`config.mk`:
```
export PLATFORM = sky130hd
export DESIGN_NAME = signal_debouncer
export DESIGN_NICKNAME = d
export VERILOG_FILES = /design/src/rtl/signal_debouncer_pkg.sv /design/src/rtl/signal_synchronizer.sv /design/src/rtl/signal_debouncer.sv
export SDC_FILE = /design/constraint.sdc
export NUM_CORES = 1
export LEC_CHECK = 0
export ABC_AREA = 0
export CORE_AREA = 2 2 39 41
export CTS_CLUSTER_DIAMETER = 30
export CTS_CLUSTER_SIZE = 12
export DETAILED_ROUTE_END_ITERATION = 6
export DIE_AREA = 0 0 41 43
export SLEW_MARGIN = 10
export SYNTH_ARGS = -nofsm -noshare
export SYNTH_HDL_FRONTEND = slang
export SYNTH_SLANG_ARGS = --single-unit
```
`constraint.sdc`:
```
create_clock -name i_CLOCK_POS -period 2.25 [get_ports i_CLOCK_POS]
set_input_delay 0.45 -clock i_CLOCK_POS [delete_from_list [all_inputs] [get_ports i_CLOCK_POS]]
set_output_delay 0.45 -clock i_CLOCK_POS [all_outputs]
set_load 0.1 [all_outputs]
```
`src/rtl/signal_debouncer_pkg.sv`:
```
// Shared definitions for the signal debouncer: FSM state encoding, legal
// parameter ranges and small elaboration-time helpers.
package signal_debouncer_pkg;

  typedef enum logic [1:0] {
    IDLE_LOW   = 2'b00,
    CHECK_HIGH = 2'b01,
    IDLE_HIGH  = 2'b11,
    CHECK_LOW  = 2'b10
  } state_e;

  localparam int SyncStagesMin     = 2;
  localparam int SyncStagesMax     = 4;
  localparam int DebounceCyclesMin = 2;
  localparam int DebounceCyclesMax = 65535;

  function automatic bit syncStagesOk(input int stages);
    return (stages >= SyncStagesMin) && (stages <= SyncStagesMax);
  endfunction

  function automatic bit debounceCyclesOk(input int cycles);
    return (cycles >= DebounceCyclesMin) && (cycles <= DebounceCyclesMax);
  endfunction

  // The run counter never reaches N, so clog2(N) bits always suffice.
  function automatic int countWidth(input int cycles);
    return (cycles <= 2) ? 1 : $clog2(cycles);
  endfunction

  function automatic state_e idleState(input logic level);
    return level ? IDLE_HIGH : IDLE_LOW;
  endfunction

endpackage

```
`src/rtl/signal_synchronizer.sv`:
```
// Multi-stage flop chain that brings an asynchronous input into the
// i_CLOCK_POS domain; the last stage is the only safe tap.
module signal_synchronizer
  import signal_debouncer_pkg::*;
#(
  parameter int   p_SYNC_STAGES = 2,
  parameter logic p_INIT        = 1'b0
) (
  input  logic i_CLOCK_POS,
  input  logic i_RESET_NEG,
  input  logic i_SIGNAL_IN,
  output logic o_SIGNAL_OUT
);

  logic [p_SYNC_STAGES-1:0] syncChain_q;

  always_ff @(posedge i_CLOCK_POS or negedge i_RESET_NEG) begin
    if (!i_RESET_NEG) begin
      syncChain_q <= {p_SYNC_STAGES{p_INIT}};
    end else begin
      syncChain_q <= {syncChain_q[p_SYNC_STAGES-2:0], i_SIGNAL_IN};
    end
  end

  assign o_SIGNAL_OUT = syncChain_q[p_SYNC_STAGES-1];

  if (!syncStagesOk(p_SYNC_STAGES)) begin : gBadStages
    $error("signal_synchronizer: p_SYNC_STAGES must be in 2..4");
  end

endmodule

```
`src/rtl/signal_debouncer.sv`:
```
// Debouncer: synchronizer, run-length counter and four-state FSM producing a
// clean registered level plus single-cycle rise/fall pulses.
module signal_debouncer
  import signal_debouncer_pkg::*;
#(
  parameter int   p_SYNC_STAGES     = 2,
  parameter int   p_DEBOUNCE_CYCLES = 16,
  parameter logic p_INIT            = 1'b0
) (
  input  logic i_CLOCK_POS,
  input  logic i_RESET_NEG,
  input  logic i_SIGNAL_IN,
  input  logic i_ENABLE,
  output logic o_SIGNAL_OUT,
  output logic o_RISE_PULSE,
  output logic o_FALL_PULSE,
  output logic o_STABLE
);

  localparam int                CountW     = countWidth(p_DEBOUNCE_CYCLES);
  localparam logic [CountW-1:0] FirstCount = CountW'(1);
  localparam logic [CountW-1:0] LastCount  = CountW'(p_DEBOUNCE_CYCLES - 1);
  localparam state_e            ResetState = idleState(p_INIT);

  logic              syncedIn;
  state_e            state_q, state_d;
  logic [CountW-1:0] count_q, count_d;
  logic              level_q, level_d;
  logic              rise_q, rise_d;
  logic              fall_q, fall_d;
  logic              stable_q, stable_d;

  signal_synchronizer #(
    .p_SYNC_STAGES(p_SYNC_STAGES),
    .p_INIT       (p_INIT)
  ) uSync (
    .i_CLOCK_POS (i_CLOCK_POS),
    .i_RESET_NEG (i_RESET_NEG),
    .i_SIGNAL_IN (i_SIGNAL_IN),
    .o_SIGNAL_OUT(syncedIn)
  );

  // A glitch or a dropped enable sends the FSM back to the IDLE state that
  // matches the accepted level, so every new attempt counts a full N.
  always_comb begin
    state_d = state_q;
    count_d = '0;
    level_d = level_q;
    rise_d  = 1'b0;
    fall_d  = 1'b0;
    if (!i_ENABLE) begin
      state_d = idleState(level_q);
    end else begin
      case (state_q)
        IDLE_LOW: begin
          if (syncedIn) begin
            state_d = CHECK_HIGH;
            count_d = FirstCount;
          end
        end
        IDLE_HIGH: begin
          if (!syncedIn) begin
            state_d = CHECK_LOW;
            count_d = FirstCount;
          end
        end
        CHECK_HIGH: begin
          if (!syncedIn) begin
            state_d = IDLE_LOW;
          end else if (count_q == LastCount) begin
            state_d = IDLE_HIGH;
            level_d = 1'b1;
            rise_d  = 1'b1;
          end else begin
            count_d = count_q + FirstCount;
          end
        end
        CHECK_LOW: begin
          if (syncedIn) begin
            state_d = IDLE_HIGH;
          end else if (count_q == LastCount) begin
            state_d = IDLE_LOW;
            level_d = 1'b0;
            fall_d  = 1'b1;
          end else begin
            count_d = count_q + FirstCount;
          end
        end
        default: begin
          state_d = idleState(level_q);
        end
      endcase
    end
    stable_d = (state_d == IDLE_LOW) || (state_d == IDLE_HIGH);
  end

  always_ff @(posedge i_CLOCK_POS or negedge i_RESET_NEG) begin
    if (!i_RESET_NEG) begin
      state_q  <= ResetState;
      count_q  <= '0;
      level_q  <= p_INIT;
      rise_q   <= 1'b0;
      fall_q   <= 1'b0;
      stable_q <= 1'b1;
    end else begin
      state_q  <= state_d;
      count_q  <= count_d;
      level_q  <= level_d;
      rise_q   <= rise_d;
      fall_q   <= fall_d;
      stable_q <= stable_d;
    end
  end

  assign o_SIGNAL_OUT = level_q;
  assign o_RISE_PULSE = rise_q;
  assign o_FALL_PULSE = fall_q;
  assign o_STABLE     = stable_q;

  if (!syncStagesOk(p_SYNC_STAGES) || !debounceCyclesOk(p_DEBOUNCE_CYCLES)) begin : gBadParams
    $error("signal_debouncer: p_SYNC_STAGES must be 2..4 and p_DEBOUNCE_CYCLES 2..65535");
  end

endmodule

```
==> impl_metrics.csv <==
group,metric,value,unit
clock_network,cts_hold_buf,0,
route,drtPass1Iterations,4,
power,cellPowerDensity,657,nW/um2
placed_design,finalWeightedCongestion,0.701,
synthesis,synth_top_area_cell,"dfrtp_1",
sta,drv_slew,0,
sta,slew_headroom,64.1,%
synthesis,ys_top_cells_by_area,"dfrtp_1 (50%), dfstp_2 (4.8%), nor4b_4 (4.3%)",
synthesis,netlist.area_leader.share,50.0,%
floorplan,core,1380,um2
global_route,grt_antenna_before_repair,0,
floorplan,start_util,39.8,%
sta,fmax,0.656,GHz
clock_network,cts_buffers,3,
setup_path,worstPathCellList,"buf_4",
setup_path,crit_type,"flip-flop to output pin",
hold_path,hp-class,"flip-flop to flip-flop",
clock_network,cts_resized,0,
route,wl,895,um
setup_path,cp.required,1800,ps
global_route,grt_max_degree,13,
sta,setup-tns-final,0,ps
setup_path,crit_path_start_kind,"flip-flop",
clock_network,cts.path.max_buffers,2,
synthesis,synth-main-ff-cell,"dfrtp_1",
clock_network,clk_pin_slew,80,ps
global_route,grt_pass1_vias,347,
sta,fin_skew,2.41,ps
clock_network,post-cts-setup-buffer-count,0,
synthesis,netlist_instances,48,
clock_network,cts_tree,"built",
sta,fin_crit,1520,ps
synthesis,synth_common_cells,"dfrtp_1 (11), nor2_1 (5), nand2_1 (4)",
layout,syn2layout_area_growth,18.9,%
floorplan,die_area,1760,um2
synthesis,avgSynthCellArea,11.5,um2
status,status,"finished, final reports clean",
sta,hold_viol,0,
sta,setup_viol_count_final,0,
placed_design,port_buffers,7,
route,vias_per_cell,4.86,
clock_network,htree_levels,1,
clock_network,clock_sinks,12,
setup_path,cp_top_family,"flip-flops",
layout,diodes,0,
placed_design,dp_hpwl,637,um
global_route,grt_first_pass_wirelength,1610,um
synthesis,seq_area_frac_synth,54.8,%
sta,worst_pin_slew,537,ps
route,drc_errors,0,
setup_path,cp.arrival,1070,ps
global_route,grt-ovfl-total,0,
synthesis,synth_nets,53,
synthesis,synth_enable_flop_cells,0,
synthesis,yosysWarnings,0,
global_route,grtUsageTotal,14.3,%
route,first_iter_violations,5,
layout,nNetsFinal,63,
sta,fin_crit_sh,67.7,%
synthesis,synth_most_common_cell,"dfrtp_1",
floorplan,die_x,41,um
power,vdd_drop_max,0.361,mV
layout,drive_gt1_share,24.6,%
synthesis,ys_async_sr_fraction,100,%
setup_path,cp_slowest_cell,"dfstp_2",
route,num_vias,355,
floorplan,rows,14,
flow_run,maxCapViolCount,0,
placed_design,place_area,618,um2
floorplan,die_h,43,um
clock_network,clock_latency,280,ps
setup_path,path_max_fanout,1,
setup_path,cp_slowest_stage_delay,520,ps
route,drtAntennaViolNets,0,
setup_path,endpoint_kind,"output pin",
floorplan,pin_count,8,
setup_path,crit_buf_inv,1,
sta,rsz0062_at_grt,"false",
layout,nFillCells,132,
power,p_leak,0.305,nW
route,avgRoutedWirePerCell,12.3,um
layout,stdcell_area,654,um2
clock_network,clockRootBuffer,"clkbuf_4",
synthesis,yosysUniqueCellTypes,27,
synthesis,synth_area,551,um2
synthesis,ys_seq_elements,12,
-- sequential cells by signal (all words and copies together) (netlist names) --
| name | flops |
|---|---|
| o_FALL_PULSE | 1 |
| state_q | 2 |
| count_q | 4 |
| o_SIGNAL_OUT | 1 |
| uSync.syncChain_q | 2 |
| o_STABLE | 1 |
| o_RISE_PULSE | 1 |
-- worst register-to-register path, cell delays in order (launching register included) --
cell and delay (ps):
dfrtp_1 390, ha_1 280, and3_1 220, nand4_1 130, a211o_1 310
-- kinds of logic after synthesis --
family / after synthesis / share of synthesized area [%]
AND/OR/NAND/NOR: 20 / 24.8
flip-flops: 12 / 54.8
AO/OA/AOI/OAI: 10 / 13.0
buffers and inverters: 4 / 3.64
XOR/XNOR: 1 / 1.59
adder cells (fa/ha/maj): 1 / 2.27
-- metal layers --
layer  up-vias  part of all wire, %  GRT usage (%)
met3         2                  3.0           3.14
met5         -                    0              0
met1       159                   51           21.7
met4         0                  2.8           10.0
met2         5                   43           17.2
li1        189                    -              -
-- layout by cell type (no fill, tap or decap) --
cell type / instances
a211o_1: 1
a21o_2: 1
a21oi_1: 1
a311oi_1: 1
a31oi_1: 2
a41o_2: 1
and2_2: 1
and3_1: 1
and3b_1: 1
buf_4: 4
clkbuf_4: 3
clkbuf_8: 1
clkdlybuf4s50_1: 3
dfrtp_1: 11
dfstp_2: 1
ha_1: 1
inv_1: 2
nand2_1: 4
nand2b_1: 1
nand3b_1: 3
nand4_1: 1
nand4b_1: 1
nor2_1: 5
nor3b_2: 1
nor4b_4: 1
o21ai_0: 1
o21ai_1: 1
o22ai_1: 1
xnor2_1: 1
-- where the power goes --
| part | internal [mW] | leakage, nW | switching (mW) | total, mW |
|---|---|---|---|---|
| logic | 0.0105 | 0.127 | 0.0189 | 0.0294 |
| clock network | 0.0985 | 0.0210 | 0.0761 | 0.175 |
| registers | 0.221 | 0.157 | 0.00523 | 0.226 |
| total | 0.330 | 0.305 | 0.100 | 0.430 |
-- worst paths after layout --
kind | from | end | slack (ps) | cells after the start
max reg2reg | count_q[0] | o_SIGNAL_OUT | 820 | 4
min in group asynchronous | i_RESET_NEG | o_RISE_PULSE | 520 | 1
min reg2reg | uSync.syncChain_q[0] | uSync.syncChain_q[1] | 360 | 0
max | o_STABLE | o_STABLE | 730 | 1
max in group asynchronous | i_RESET_NEG | o_STABLE | 1370 | 1
min | uSync.syncChain_q[0] | uSync.syncChain_q[1] | 360 | 0
-- through the flow --
step	hold slack, ps	worst slack [ps]	power (mW)	util (%)	std cells
2_1_floorplan	154	813	0.246	-	48
3_3_place_gp	340	591	0.260	44.7	69
3_5_place_dp	347	558	0.261	44.7	69
4_1_cts	365	714	0.437	47.3	73
5_1_grt	370	677	0.446	47.3	73
6_report	360	726	0.430	47.3	73
-- cell type report --
type	instances	area [um2]	share of cell area (%)
inverter	2	7.51	1.15
multi-input combinational	32	229	35.0
tap	16	20.0	3.06
clock buffer	4	36.3	5.54
sequential	12	302	46.1
timing repair buffer	7	60.1	9.18
Note: power is estimated with default switching activity, not from simulation.
